==> src/rtl/mux_4_1_rr_arbiter.sv <==
// Round-robin arbiter that sequences four requesters onto one shared 4:1 data mux.
// Each grant is released when its requester withdraws or after MAX_BURST accepted beats.
module mux_4_1_rr_arbiter #(
  parameter int WIDTH     = 4,
  parameter int MAX_BURST = 4
) (
  input  logic             clk,
  input  logic             rstn,
  input  logic [3:0]       req,
  input  logic [WIDTH-1:0] a,
  input  logic [WIDTH-1:0] b,
  input  logic [WIDTH-1:0] c,
  input  logic [WIDTH-1:0] d,
  input  logic             out_ready,
  output logic [3:0]       grant,
  output logic [1:0]       sel,
  output logic [WIDTH-1:0] out,
  output logic             out_valid
);

  typedef enum logic {
    IDLE = 1'b0,
    BUSY = 1'b1
  } state_t;

  localparam logic [3:0] LAST_BEAT = 4'(MAX_BURST - 1);

  state_t     state;
  state_t     state_nxt;
  logic [1:0] last;
  logic [1:0] last_nxt;
  logic [1:0] sel_nxt;
  logic [3:0] grant_nxt;
  logic [3:0] beats;
  logic [3:0] beats_nxt;
  logic [1:0] winner;
  logic [1:0] cand;
  logic       found;
  logic       xfer;
  logic       release_grant;

  // Scan last+1 .. last+4 so the previous winner always ranks lowest.
  always_comb begin
    winner = last;
    cand   = last;
    found  = 1'b0;
    for (int i = 1; i <= 4; i++) begin
      cand = last + 2'(i);
      if (!found && req[cand]) begin
        winner = cand;
        found  = 1'b1;
      end
    end
  end

  assign out_valid     = (state == BUSY) && req[sel];
  assign xfer          = out_valid && out_ready;
  assign release_grant = (state == BUSY) &&
                         (!req[sel] || (xfer && (beats == LAST_BEAT)));

  always_comb begin
    state_nxt = state;
    grant_nxt = grant;
    sel_nxt   = sel;
    last_nxt  = last;
    beats_nxt = beats;
    case (state)
      IDLE: begin
        if (found) begin
          state_nxt = BUSY;
          grant_nxt = 4'b0001 << winner;
          sel_nxt   = winner;
          last_nxt  = winner;
          beats_nxt = 4'd0;
        end
      end
      BUSY: begin
        if (release_grant) begin
          state_nxt = IDLE;
          grant_nxt = 4'd0;
          beats_nxt = 4'd0;
        end else if (xfer) begin
          beats_nxt = beats + 4'd1;
        end
      end
      default: begin
        state_nxt = IDLE;
        grant_nxt = 4'd0;
        beats_nxt = 4'd0;
      end
    endcase
  end

  // last resets to 3 so requester a wins the first arbitration.
  always_ff @(posedge clk or negedge rstn) begin
    if (!rstn) begin
      state <= IDLE;
      grant <= 4'd0;
      sel   <= 2'd0;
      last  <= 2'd3;
      beats <= 4'd0;
    end else begin
      state <= state_nxt;
      grant <= grant_nxt;
      sel   <= sel_nxt;
      last  <= last_nxt;
      beats <= beats_nxt;
    end
  end

  always_comb begin
    out = '0;
    if (out_valid) begin
      case (sel)
        2'd0: out = a;
        2'd1: out = b;
        2'd2: out = c;
        2'd3: out = d;
      endcase
    end
  end

endmodule

==> config.mk <==
export PLATFORM = sky130hd
export DESIGN_NAME = mux_4_1_rr_arbiter
export DESIGN_NICKNAME = d
export VERILOG_FILES = /design/src/rtl/mux_4_1_rr_arbiter.sv
export SDC_FILE = /design/constraint.sdc
export NUM_CORES = 1
export LEC_CHECK = 0
export ABC_AREA = 1
export CAP_MARGIN = 20
export CORE_MARGIN = 5
export CORE_UTILIZATION = 45
export CTS_BUF_LIST = sky130_fd_sc_hd__clkbuf_8 sky130_fd_sc_hd__clkbuf_16
export DETAILED_ROUTE_END_ITERATION = 6
export DONT_BUFFER_PORTS = 1
export PLACE_DENSITY = 0.62
export SYNTH_ARGS = -nofsm -noshare
export SYNTH_HDL_FRONTEND = slang
export SYNTH_SLANG_ARGS = --single-unit
==> constraint.sdc <==
create_clock -name clk -period 1.5 [get_ports clk]
set_input_delay 0.3 -clock clk [delete_from_list [all_inputs] [get_ports clk]]
set_output_delay 0.3 -clock clk [all_outputs]
set_load 0.02 [all_outputs]
Word level (Yosys, flattened, before mapping)
Cells that the tools add are included.
W data, S select, Z words.
{"block": "word_totals", "reg_bits": 13, "elab_cells": 69, "input_bits": 23, "output_inout_bits": 11}
{"block": "op_classes", "muxes": 30, "n_reduce_logical": 16, "add_sub_neg": 4, "n_lt_le_gt_ge": 5, "n_eq_ne": 7, "n_bitwise": 1, "n_shift": 1}
{"cell": "$mux W4", "count": 6}
{"cell": "$pmux W4 S2", "count": 2}
{"cell": "$pmux W4 S4", "count": 1}
{"cell": "$lt A2 B3 Y1 const B", "count": 5}
{"cell": "$mux W1", "count": 11}
{"cell": "$bmux W1 S2", "count": 5}
{"cell": "$mux W2", "count": 4}
{"cell": "$logic_and A1 B1 Y1", "count": 7}
{"cell": "$reduce_and A2 Y1", "count": 3}
{"cell": "$add A2 B2 Y2 const B", "count": 2}
{"cell": "$add A4 B1 Y4 const B", "count": 1}
{"cell": "$eq A2 B2 Y1 const B", "count": 2}
{"cell": "$eq A4 B2 Y1 const B", "count": 1}
{"cell": "$logic_not A1 Y1", "count": 4}
{"cell": "$shl A1 B2 Y4 const A", "count": 1}
{"cell": "$ne A3 B1 Y1 const B", "count": 1}
{"cell": "$add A2 B1 Y2 const B", "count": 1}
{"cell": "$eq A2 B1 Y1 const B", "count": 1}
{"cell": "$logic_not A2 Y1", "count": 1}
{"cell": "$ne A2 B1 Y1 const B", "count": 1}
{"cell": "$ne A2 B2 Y1 const B", "count": 1}
{"cell": "$pmux W1 S2", "count": 1}
{"cell": "$logic_or A1 B1 Y1", "count": 1}
{"cell": "$not A1 Y1", "count": 1}

Longest topological paths before layout
{"block": "depth", "depth_word": 16, "mapped_depth": 13, "ltp_nobuf": 12}

Worst setup path after synthesis
No wires, ideal clock.
{"block": "synth_timing", "kind": "reg2out", "startpoint": "reg sel[0]", "endpoint": "out out[0]", "path_buffers": 0, "stages_incl_launch_ff": 8, "slack_ns": -0.396, "arrival_ns": 1.596, "required_time_ns": 1.200, "cell_sequence": "dfrtp_1 nor2_1 nand2_1 nand4_1 nand2_1 clkinv_2 o21ai_0 a21oi_1"}
{"block": "synth_between", "elab_chain_len": 4, "word_cells_on_any_way": 9, "cone_classes": "eq/ne (3); mux (4); reduce/logical (2)"}
{"element": "from (decl)", "line_no": "16", "text": "output logic [1:0] sel,"}
{"element": "from (signal assigned)", "line_no": "105", "text": "sel <= sel_nxt;"}
{"element": "$bmux W1 S2", "line_no": "56", "text": "assign out_valid = (state == BUSY) && req[sel];"}
{"element": "$mux W1 (not written as such)", "line_no": "56"}
{"element": "$logic_and A1 B1 Y1", "line_no": "56"}
{"element": "named net out_valid", "line_no": "18", "text": "output logic out_valid"}
{"element": "$mux W4", "line_no": "113", "text": "if (out_valid) begin"}
{"element": "to (decl)", "line_no": "17", "text": "output logic [WIDTH-1:0] out,"}
The timed path passes the listed nets, and every way through them passes these cells. The select of a mux whose other input is x is not followed.

Final worst setup path
{"block": "layout_timing", "startpoint": "reg sel[1]", "endpoint": "out out[1]"}
{"block": "layout_between", "elab_chain_len": 4, "word_cells_on_any_way": 9, "cone_classes": "eq/ne (3); mux (4); reduce/logical (2)"}
{"element": "$bmux W1 S2", "line_no": "56"}
{"element": "$mux W1 (not written as such)", "line_no": "56"}
{"element": "$logic_and A1 B1 Y1", "line_no": "56"}
{"element": "$mux W4 *", "line_no": "113"}
Every way passes the cells marked *; elsewhere a longest branch is shown, timed or not. The select of a mux whose other input is x is not followed.

==> flow_metrics.py <==
metrics = {
    "cts": {
        "cts_buffers": 3,
        "clock_sinks": 13,
        "clk_pin_slew_ps": 50,
        "cts_root_buffer": "clkbuf_8",
        "htreeDepth": 1,
        "cts_tree": "done",
        "clock_path_buffers": 2,
        "clk_latency_ps": 250,
    },
    "route": {
        "drt-pass1-iter-count": 4,
        "vias": 1134,
        "wl_per_cell_um": 13.7,
        "drc": 0,
        "ant_nets": 0,
        "drtIter0Drc": 46,
        "avgViaCountPerCell": 5.20,
        "wl_mm": 2.99,
    },
    "setup_path": {
        "crit_path_start_kind": "register",
        "arrival_ps": 1470,
        "path_class": "register to output port",
        "reg2reg_slack_ps": -220,
        "reg2reg_depth": 12,
        "regToRegStartpoint": "sel[1]",
        "timing.rr.end": "grant[3]",
        "end_kind": "output port",
        "crit_fanout": 6,
        "crit_required_ps": 1200,
    },
    "sta": {
        "worst_pin_slew_ps": 562,
        "min_period_over_period_pct": 118,
        "setup_viol": 18,
        "finalWorstSetupSlack_ps": -271,
        "finalHoldViolCount": 0,
        "max_freq_mhz": 565,
        "slew_headroom_pct": 62.4,
        "rsz0062_at_grt": "yes",
        "period_minus_slack_ps": 1770,
        "skew_ps": 2.07,
        "final_max_slew_viol_count": 0,
    },
    "job": {
        "max_cap_violations": 0,
    },
    "min_path": {
        "whs_endpoint": "beats[2]",
        "min_from": "out_ready",
        "whs_path_depth": 2,
        "hold_path_class": "primary input to register",
    },
    "global_route": {
        "overflow": 0,
        "antenna_found_initial": 0,
        "grt_pass1_wl_mm": 4.95,
        "gr-usage-all-layers_pct": 18.9,
        "first_global_vias": 1160,
        "grt_max_degree": 14,
    },
    "run_status": {
        "failed_checks": "setup timing",
        "outcome": "finished with violations",
    },
    "placed_design": {
        "gp_congestion": 0.867,
        "portBuffers": 0,
        "pre_cts_ws_ps": -153,
        "dp_hpwl_mm": 2.30,
    },
    "floorplan": {
        "core_um2": 2210,
        "die-area_um2": 3390,
        "die_x_um": 58.2,
        "die-height_um": 58.2,
        "row_count": 17,
        "start_util_pct": 47.2,
        "ios": 34,
    },
    "logic_synthesis": {
        "yosysUniqueCellTypes": 26,
        "synth_seq_area_share_pct": 31.4,
        "yosys.area_share.simple_pct": 45.4,
        "synth_compound_area_share_pct": 12.6,
        "synth_top_family_by_area": "simple AND/OR/NAND/NOR gates",
        "ys_ff_latch": 13,
        "avgSynthCellArea_um2": 6.57,
        "syn-cell-area_um2": 1040,
        "synthMuxAreaShare_pct": 0,
        "synth_warnings": 0,
        "synth_fa_ha_area_share_pct": 1.20,
        "synth_xor_area_share_pct": 0.838,
        "synth.net_count": 183,
        "syn_inst": 159,
    },
    "pwr": {
        "p_leak_uw": 0.000744,
        "p_int_uw": 1850,
        "power_density_nw_per_um2": 2520,
        "power_switching_uw": 1980,
        "power_uw": 3830,
        "pwr-share-seq_pct": 18.7,
        "pwr-share-clk_pct": 7.9,
        "p_sw_share_pct": 51.7,
        "combPwrFrac_pct": 73.4,
        "peakVddDrop_mv": 1.59,
    },
    "finish": {
        "drive_above_1_share_pct": 46.3,
        "area_delta_synth_final_pct": 45.5,
        "diodes": 0,
        "fin_nets": 215,
    },
}
-- worst max path at each step --
| stage | from | to | cells after the start |
|---|---|---|---|
| 2_1_floorplan | sel[1] | out[0] | 8 |
| 3_3_place_gp | last[1] | sel[1] | 11 |
| 3_5_place_dp | sel[1] | out[3] | 5 |
| 4_1_cts | sel[1] | out[3] | 7 |
| 5_1_grt | sel[1] | out[3] | 7 |
| 6_report | sel[1] | out[1] | 7 |
-- worst max-delay path, stage by stage, from the launching register on --
cell,delay [ps]
dfrtp_2,450
inv_4,100
nand3_1,70
nand4_1,150
nand2_2,90
clkinv_4,90
o21ai_2,70
a21oi_4,190
-- cell usage after synthesis --
master / n / area, um2
nand3_1: 17 / 85.1
nand2_2: 10 / 62.6
a21oi_1: 5 / 25.0
or2_0: 1 / 6.26
nor2_2: 1 / 6.26
ha_1: 1 / 12.5
buf_6: 1 / 11.3
o211ai_1: 1 / 7.51
dfrtp_1: 11 / 275
o21ai_1: 5 / 25.0
inv_2: 5 / 18.8
nor2_4: 2 / 22.5
xor2_1: 1 / 8.76
inv_4: 1 / 6.26
nand2_4: 1 / 11.3
inv_1: 11 / 41.3
dfstp_2: 2 / 52.6
a221oi_1: 4 / 35.0
clkinv_2: 1 / 5.00
nand4_1: 2 / 12.5
o21ai_2: 1 / 8.76
nand2_1: 64 / 240
nand3_2: 2 / 20.0
nor2_1: 2 / 7.51
o21ai_0: 6 / 30.0
buf_4: 1 / 7.51
-- stage by stage --
step | hold slack, ps | utilization (%) | cells | cell area (um2) | setup TNS (ps)
after floorplan | 4.41 | - | 159 | 1150 | -412
after global placement | 4.68 | 60.2 | 208 | 1330 | -683
after detailed placement | 4.72 | 60.2 | 208 | 1330 | -1170
after CTS | 192 | 68.2 | 218 | 1510 | -3110
after global routing | 206 | 68.7 | 218 | 1520 | -5290
final | 201 | 68.7 | 218 | 1520 | -3420
-- final cells by class --
type                    count  area (um2)
clock inverters             1        3.75
well taps                  28        35.0
clock buffers               3        41.3
flip-flops and latches     13         330
inverters                  18        82.6
repair buffers             28         220
multi-input cells         127         807
fillers                   191         692
-- sequential cells by signal (all words and copies together) (netlist names) --
| register | flops |
|---|---|
| beats | 4 |
| grant | 4 |
| last | 2 |
| sel | 2 |
| state | 1 |
-- layer usage --
metal  track usage (%)  vias to the layer above  wire length, um
met4              9.27                        0               54
met1              20.8                      515             1190
met2              34.7                       32             1600
li1                  -                      582                -
met5                 0                        -                0
met3              3.34                        5              152
-- cells by family after synthesis --
group,after synthesis
compound gates,22
xor+xnor,1
fa+ha+maj,1
buf+inv,20
flops,13
simple gates,102
-- what timing repair did --
action | in CTS | in global routing
buffers inserted | 4 | 0
pin swaps | 7 | 2
endpoints found under the setup margin | 18 | 18
cloned | 1 | 0
hold buffers | 1 | 0
hold endpoints to repair | 13 | 0
gates resized for setup | 20 | 2
-- placed cells by master (no fill, tap or decap), drive strengths merged --
cell type	synthesis	layout
a221oi	4	4
buf	2	27
nand4	2	2
nor2	5	5
dfrtp	11	11
inv	17	18
nand2	75	76
nand3	19	19
xor2	1	1
dlygate4sd3	0	1
clkbuf	0	3
or2	1	1
o21ai	12	12
o211ai	1	1
ha	1	1
a21oi	5	5
clkinv	1	1
dfstp	2	2
-- power groups by stage --
stage	Combinational (uW)	Clock [uW]	Sequential (uW)
floorplan	1700	0	698
global placement	2350	0	709
detailed placement	2420	0	709
CTS	2750	317	718
global route	3070	338	742
finish	2810	304	715
Note: power is estimated with default switching activity, not from simulation.
